**src/rtl/word_scan_serializer.sv**
```systemverilog
// Serialises words first..last (wrapping mod 32) from an external 32x64 mux, one bit per handshake.
// Latency: start -> first bit 3 cycles, 2-cycle gap between words; SCAN_PARITY_EN adds a parity bit per word.
// Backpressure: dout/sof hold while dout_ready=0; a bit advances only when dout_valid & dout_ready.
module word_scan_serializer #(
    parameter bit MSB_FIRST = 1'b0
) (
    input  logic        clk,
    input  logic        rst,
    input  logic        start,
    input  logic [4:0]  first,
    input  logic [4:0]  last,
    output logic [5:0]  select,
    input  logic [63:0] din,
    output logic        dout,
    output logic        dout_valid,
    input  logic        dout_ready,
    output logic        sof,
    output logic        busy,
    output logic        done
);

`ifdef SCAN_PARITY_EN
    typedef enum logic [2:0] {IDLE, SEL, LOAD, SHIFT, PAR, DONE} state_t;
`else
    typedef enum logic [2:0] {IDLE, SEL, LOAD, SHIFT, DONE} state_t;
`endif

    state_t      state_q, state_d;
    logic [4:0]  idx_q;
    logic [4:0]  last_q;
    logic [63:0] sreg_q;
    logic [6:0]  bcnt_q;
    logic        xfer;
    logic        eow;
`ifdef SCAN_PARITY_EN
    logic        par_q;
`endif

    assign xfer = dout_valid & dout_ready;

    always_ff @(posedge clk) begin
        if (!rst) state_q <= IDLE;
        else      state_q <= state_d;
    end

    always_comb begin
        state_d = state_q;
        eow     = 1'b0;
        case (state_q)
            IDLE:  if (start) state_d = SEL;
            SEL:   state_d = LOAD;
            LOAD:  state_d = SHIFT;
            SHIFT: begin
                if (xfer && bcnt_q == 7'd63) begin
`ifdef SCAN_PARITY_EN
                    state_d = PAR;
`else
                    eow = 1'b1;
`endif
                end
            end
`ifdef SCAN_PARITY_EN
            PAR:   if (xfer) eow = 1'b1;
`endif
            DONE:  state_d = IDLE;
            default: state_d = IDLE;
        endcase
        if (eow) state_d = (idx_q == last_q) ? DONE : SEL;
    end

    always_comb begin
        select     = 6'd0;
        dout       = 1'b0;
        dout_valid = 1'b0;
        sof        = 1'b0;
        busy       = (state_q != IDLE);
        done       = (state_q == DONE);
        case (state_q)
            SEL, LOAD: select = {1'b0, idx_q};
            SHIFT: begin
                select     = {1'b0, idx_q};
                dout_valid = 1'b1;
                dout       = MSB_FIRST ? sreg_q[63] : sreg_q[0];
                sof        = (bcnt_q == 7'd0);
            end
`ifdef SCAN_PARITY_EN
            PAR: begin
                select     = {1'b0, idx_q};
                dout_valid = 1'b1;
                dout       = par_q;
            end
`endif
            default: ;
        endcase
    end

    always_ff @(posedge clk) begin
        if (!rst) begin
            idx_q  <= 5'd0;
            last_q <= 5'd0;
            sreg_q <= 64'd0;
            bcnt_q <= 7'd0;
`ifdef SCAN_PARITY_EN
            par_q  <= 1'b0;
`endif
        end else begin
            // first/last are only captured here, so start while busy cannot disturb a scan
            if (state_q == IDLE && start) begin
                idx_q  <= first;
                last_q <= last;
            end
            if (state_q == LOAD) begin
                sreg_q <= din;
                bcnt_q <= 7'd0;
`ifdef SCAN_PARITY_EN
                par_q  <= ^din;
`endif
            end
            if (state_q == SHIFT && xfer) begin
                sreg_q <= MSB_FIRST ? (sreg_q << 1) : (sreg_q >> 1);
                bcnt_q <= bcnt_q + 7'd1;
            end
            // 5-bit add wraps 31 -> 0 for first > last scans
            if (eow && idx_q != last_q) idx_q <= idx_q + 5'd1;
        end
    end

endmodule
```
**config.mk**
```make
export PLATFORM = sky130hd
export DESIGN_NAME = word_scan_serializer
export DESIGN_NICKNAME = d
export VERILOG_FILES = /design/src/rtl/word_scan_serializer.sv
export SDC_FILE = /design/constraint.sdc
export NUM_CORES = 1
export LEC_CHECK = 0
export CAP_MARGIN = 30
export CORE_ASPECT_RATIO = 0.8
export CORE_UTILIZATION = 45
export DETAILED_ROUTE_END_ITERATION = 10
export PLACE_DENSITY = 0.71
export REMOVE_ABC_BUFFERS = 1
export SLEW_MARGIN = 0
export SYNTH_ARGS = -nofsm -noshare
export SYNTH_HDL_FRONTEND = slang
export SYNTH_SLANG_ARGS = --single-unit
```
**constraint.sdc**
```tcl
create_clock -name clk -period 5.5 [get_ports clk]
set_clock_uncertainty 0.05 [all_clocks]
set_input_delay 1.1 -clock clk [delete_from_list [all_inputs] [get_ports clk]]
set_output_delay 1.1 -clock clk [all_outputs]
set_load 0.1 [all_outputs]
```
# --- Word level (Yosys, flattened, before mapping) ---
# Cells that the tools add are included.
totals:
  ff_bits: 84
  inputBits: 78
  elab_cells: 47
op_classes:
  add_sub_neg: 2
  eq_ne: 9
  n_mux: 16
  bitwise_logic: 2
  n_reduce_logical: 12
op_table:
  columns: ["cell", "count"]
  rows:
  - ["63-bit 2-to-1 mux", 2]
  - ["5-bit 2-to-1 mux", 3]
  - ["7-bit 2-to-1 mux", 2]
  - ["3-bit case mux with 4 select lines", 1]
  - ["3-bit 2-to-1 mux", 3]
  - ["7-bit by 1-bit adder with 7-bit output, second input constant", 1]
  - ["7-bit by 6-bit == test with 1-bit output, second input constant", 1]
  - ["7-bit logical NOT", 1]
  - ["3-bit by 2-bit == test with 1-bit output, second input constant", 2]
  - ["5-bit by 1-bit adder with 5-bit output, second input constant", 1]
  - ["5-bit == test", 1]
  - ["1-bit 2-to-1 mux", 5]
  - ["5-bit inequality test", 1]
  - ["1-bit logical AND", 4]
  - ["2-bit nonzero test", 2]
  - ["3-bit by 1-bit == test with 1-bit output, second input constant", 1]
  - ["3-bit == test, second input constant", 1]
  - ["3-bit logical NOT", 1]
  - ["3-bit inequality test, second input constant", 1]
  - ["3-bit nonzero test", 1]
  - ["3-bit OR reduction", 1]
  - ["2-bit inequality test, second input constant", 1]
  - ["2-bit AND reduction", 1]
  - ["2-bit OR reduction", 1]
  - ["other kinds (2)", 2]

# --- Depth between registers and ports, before layout ---
depth:
  ltp_word: 8
  ltp_mapped: 8
  depth_no_buf: 6

# --- Worst setup path after synthesis ---
# OpenSTA, ideal clock, no wires.
synth_timing:
  path_kind: "reg-to-output"
  from: "reg state_q[0]"
  to: "out sof"
  t_arrival_ns: 2.848
  slack_ns: 1.502
  path_stages_with_launch: 5
  cell_sequence: "dfxtp_1 clkbuf_2 nand2_1 nor2_1 and4b_1"
synth_between:
  elab_chain_len: 2
synth_lines:
  columns: ["element", "line", "text"]
  rows:
  - ["start, declared", "28", "state_t state_q, state_d;"]
  - ["start signal, assigned", "43", "else state_q <= state_d;"]
  - ["3-bit by 2-bit == test with 1-bit output", "78", "case (state_q)"]
  - ["1-bit 2-to-1 mux", "78", null]
  - ["end, declared", "17", "output logic sof,"]
# Every way passes these cells.

# --- Worst setup path in the final report ---
layout_timing:
  from: "reg state_q[0]"
  to: "out select[2]"
layout_between:
  elab_chain_len: 3
layout_lines:
  columns: ["element", "line", "text"]
  rows:
  - ["3-bit by 2-bit == test with 1-bit output or 3-bit by 1-bit == test with 1-bit output (tied branches)", "78", null]
  - ["3-bit OR reduction (no line) *", null, null]
  - ["5-bit 2-to-1 mux *", "78", null]
  - ["end, declared", "12", "output logic [5:0] select,"]
# Mark *: on every way between the ends. The rest lies on a longest branch, timed or not.

==> flow_summary.ini <==
[yosys]
yosysWarnings = 0
yosysUniqueCellTypes = 42
syn_inst = 427
synth-edff-count = 0
syn_area_sq_um = 3630
synth_ff_type = dfxtp_1
ys_seq_area_frac = 0.463
synthArstFlopShare = 0
avgSynthCellArea_sq_um = 8.51
ys_ff_latch = 84

[worst_setup_path]
worstSetupStartpoint = state_q[0]
r2r_setup_slack_ns = 3.29
critPathMaxFanout = 8
crit_path_end = select[2]
cp_slowest_cell = clkdlybuf4s50_1
max_stage_delay_ns = 1.13
path_buf_inv = 1
startpoint_type = register
required_ns = 4.35
path_delay_family = buffers and inverters
criticalPathCategory = reg2out
critPathCaptureType = output port
crit_path_frequent_cell = nor2_1
ff2ff_path_depth = 5
critPathArrivalTime_ns = 2.54
r2r-end = idx_q[2]
cp_cell_sequence = nor2_1 -> nor2_1 -> and2_1 -> clkdlybuf4s50_1
critical_path_depth = 4
timing.rr.start = state_q[0]

[global_routing]
antenna_found_initial = 0
track_usage = 0.208
grt_overflow = 0
grt_max_degree = 68
grt_first_pass_wirelength_um = 13400
grt_pass1_vias = 2804

[drt]
wl_met1_um = 4010
highest_layer = met4
wl_met3_um = 432
drc = 0
dr.pass1.iters = 6
drt_iter0_drc = 221
met2_length_um = 3920
wirelength_um = 8540
vias = 3286
vias_per_cell = 5.44
final_antenna_net_count = 0
post_drt_wl_per_cell_um = 14.1

[pwr]
power.switching_uw = 349
ir_drop_mv = 0.165
clock_power_share = 0.365
p_int_mw = 1.02
p_leak_nw = 1.67
switching_share = 0.256
p_total_mw = 1.36
power_frac_seq = 0.485
p_per_area_nw_per_um2 = 285
combPwrFrac = 0.150

[timing]
rsz0062_at_grt = no
worstMarginPinSlew_ns = 1.00
max_freq_ghz = 0.271
period_minus_slack_ns = 3.69
period_share = 0.672
setup_viol = 0
slew_headroom = 0.330
drv_slew = 0
hold_violations = 0

[cells_and_area]
drive_gt1_frac = 0.0581
layout_common_cells = clkdlybuf4s50_1, nand2_1, dfxtp_1
mostFrequentLayoutCell = clkdlybuf4s50_1
nNetsFinal = 575
syn_to_final_growth_pct = 31.6
fin_area_sq_um = 4780
insertedDiodeCount = 0

[die]
dieArea_sq_um = 8440
die_h_um = 82.4
io-pin-count = 89
floorplan.initialDensity = 0.478
die_x_um = 102
num_rows = 28
core_area_sq_um = 7600

[clock_network]
clk_path_buf_depth = 2
post_cts.repair.setup_buffers = 0
ctsHoldBuffers = 0
clk_pin_slew_ns = 0.08
clock-sinks = 84
ctsResizeCount = 0
cts-htree-levels = 3
clk_latency_ns = 0.35
cts-root-buf = clkbuf_8
numCtsBuffers = 9
tritoncts = built

[job]
drv_cap = 0

[status]
status = finished, final reports clean

[hold_path]
hold_class = reg2reg

[place]
placed_cell_area_sq_um = 4530
dp_hpwl_um = 5620
gp_congestion = 0.779
port_buffers = 87
-- power by group through the flow --
stage	Clock [mW]	Combinational, mW	Sequential [mW]
CTS	0.509	0.201	0.662
global route	0.538	0.223	0.666
floorplan	0	0.112	0.670
detailed placement	0	0.201	0.676
finish	0.498	0.204	0.662
global placement	0	0.198	0.675
-- layer usage --
layer,up-vias,global-route usage
li1,1657,-
met1,1547,0.286
met2,70,0.315
met3,12,0.0522
met4,0,0.0786
met5,-,0
-- area by class of cell --
| type | instances | area (sq um) |
|---|---|---|
| Clock inverter | 5 | 83.8 |
| Multi-Input combinational cell | 300 | 1780 |
| Timing Repair Buffer | 93 | 928 |
| Tap cell | 105 | 131 |
| Inverter | 6 | 22.5 |
| Fill cell | 658 | 2820 |
| Sequential cell | 84 | 1680 |
| Clock buffer | 11 | 151 |
-- cell usage after synthesis, types with 4 or more instances --
library cell	instances	area (sq um)
a21boi_0	30	225
and2_1	8	50.1
buf_1	4	15.0
inv_1	6	22.5
clkbuf_1	22	82.6
dfxtp_1	84	1680
xor2_1	5	43.8
a22oi_1	63	473
nor2_1	12	45.0
nand3_1	10	50.1
buf_2	8	40.0
nand2_1	86	323
a21oi_1	50	250
-- state kept, by name (all words and copies together), names as in the netlist --
signal / cells
state_q: 3
idx_q: 5
sreg_q: 64
last_q: 5
bcnt_q: 7
-- logic make-up (layout without fill, tap and decap cells) --
logic type	Yosys count	in the layout	share of synthesized area
flip-flops	84	84	0.463
AO/OA/AOI/OAI	155	155	0.288
other	1	1	0.00103
buffers and inverters	43	115	0.0506
XOR/XNOR	7	7	0.0169
AND/OR/NAND/NOR	134	134	0.171
adder cells (fa/ha/maj)	3	3	0.0103
-- how the worst min path moves through the flow --
stage          startpoint    endpoint  slack [ns]  depth (start not counted)
6_report       sreg_q[16]  sreg_q[16]        0.41                          2
5_1_grt        sreg_q[12]  sreg_q[12]        0.42                          2
4_1_cts        sreg_q[24]  sreg_q[24]        0.41                          2
3_5_place_dp    sreg_q[8]   sreg_q[8]        0.40                          2
3_3_place_gp   sreg_q[22]  sreg_q[22]        0.39                          2
2_1_floorplan   sreg_q[0]   sreg_q[0]        0.38                          2
-- worst reg2reg max path, stage by stage (launching register included) --
cell and delay [ns]:
dfxtp_1 0.51, nand4b_4 0.24, or4_4 0.58, a21o_1 0.31, o31a_1 0.30, o221ai_1 0.16
-- metrics by stage --
step                setup slack (ns)  hold WS, ns   util  setup TNS (ns)  std cells
floorplan                      -1.96        0.382      -         -113.10        390
global placement                2.10        0.391  0.595               0        587
detailed placement              2.02        0.397  0.595               0        587
CTS                             1.79        0.408  0.626               0        603
global route                    1.65        0.425  0.629               0        604
finish                          1.81        0.408  0.629               0        604
Note: power is estimated with default switching activity, not from simulation.
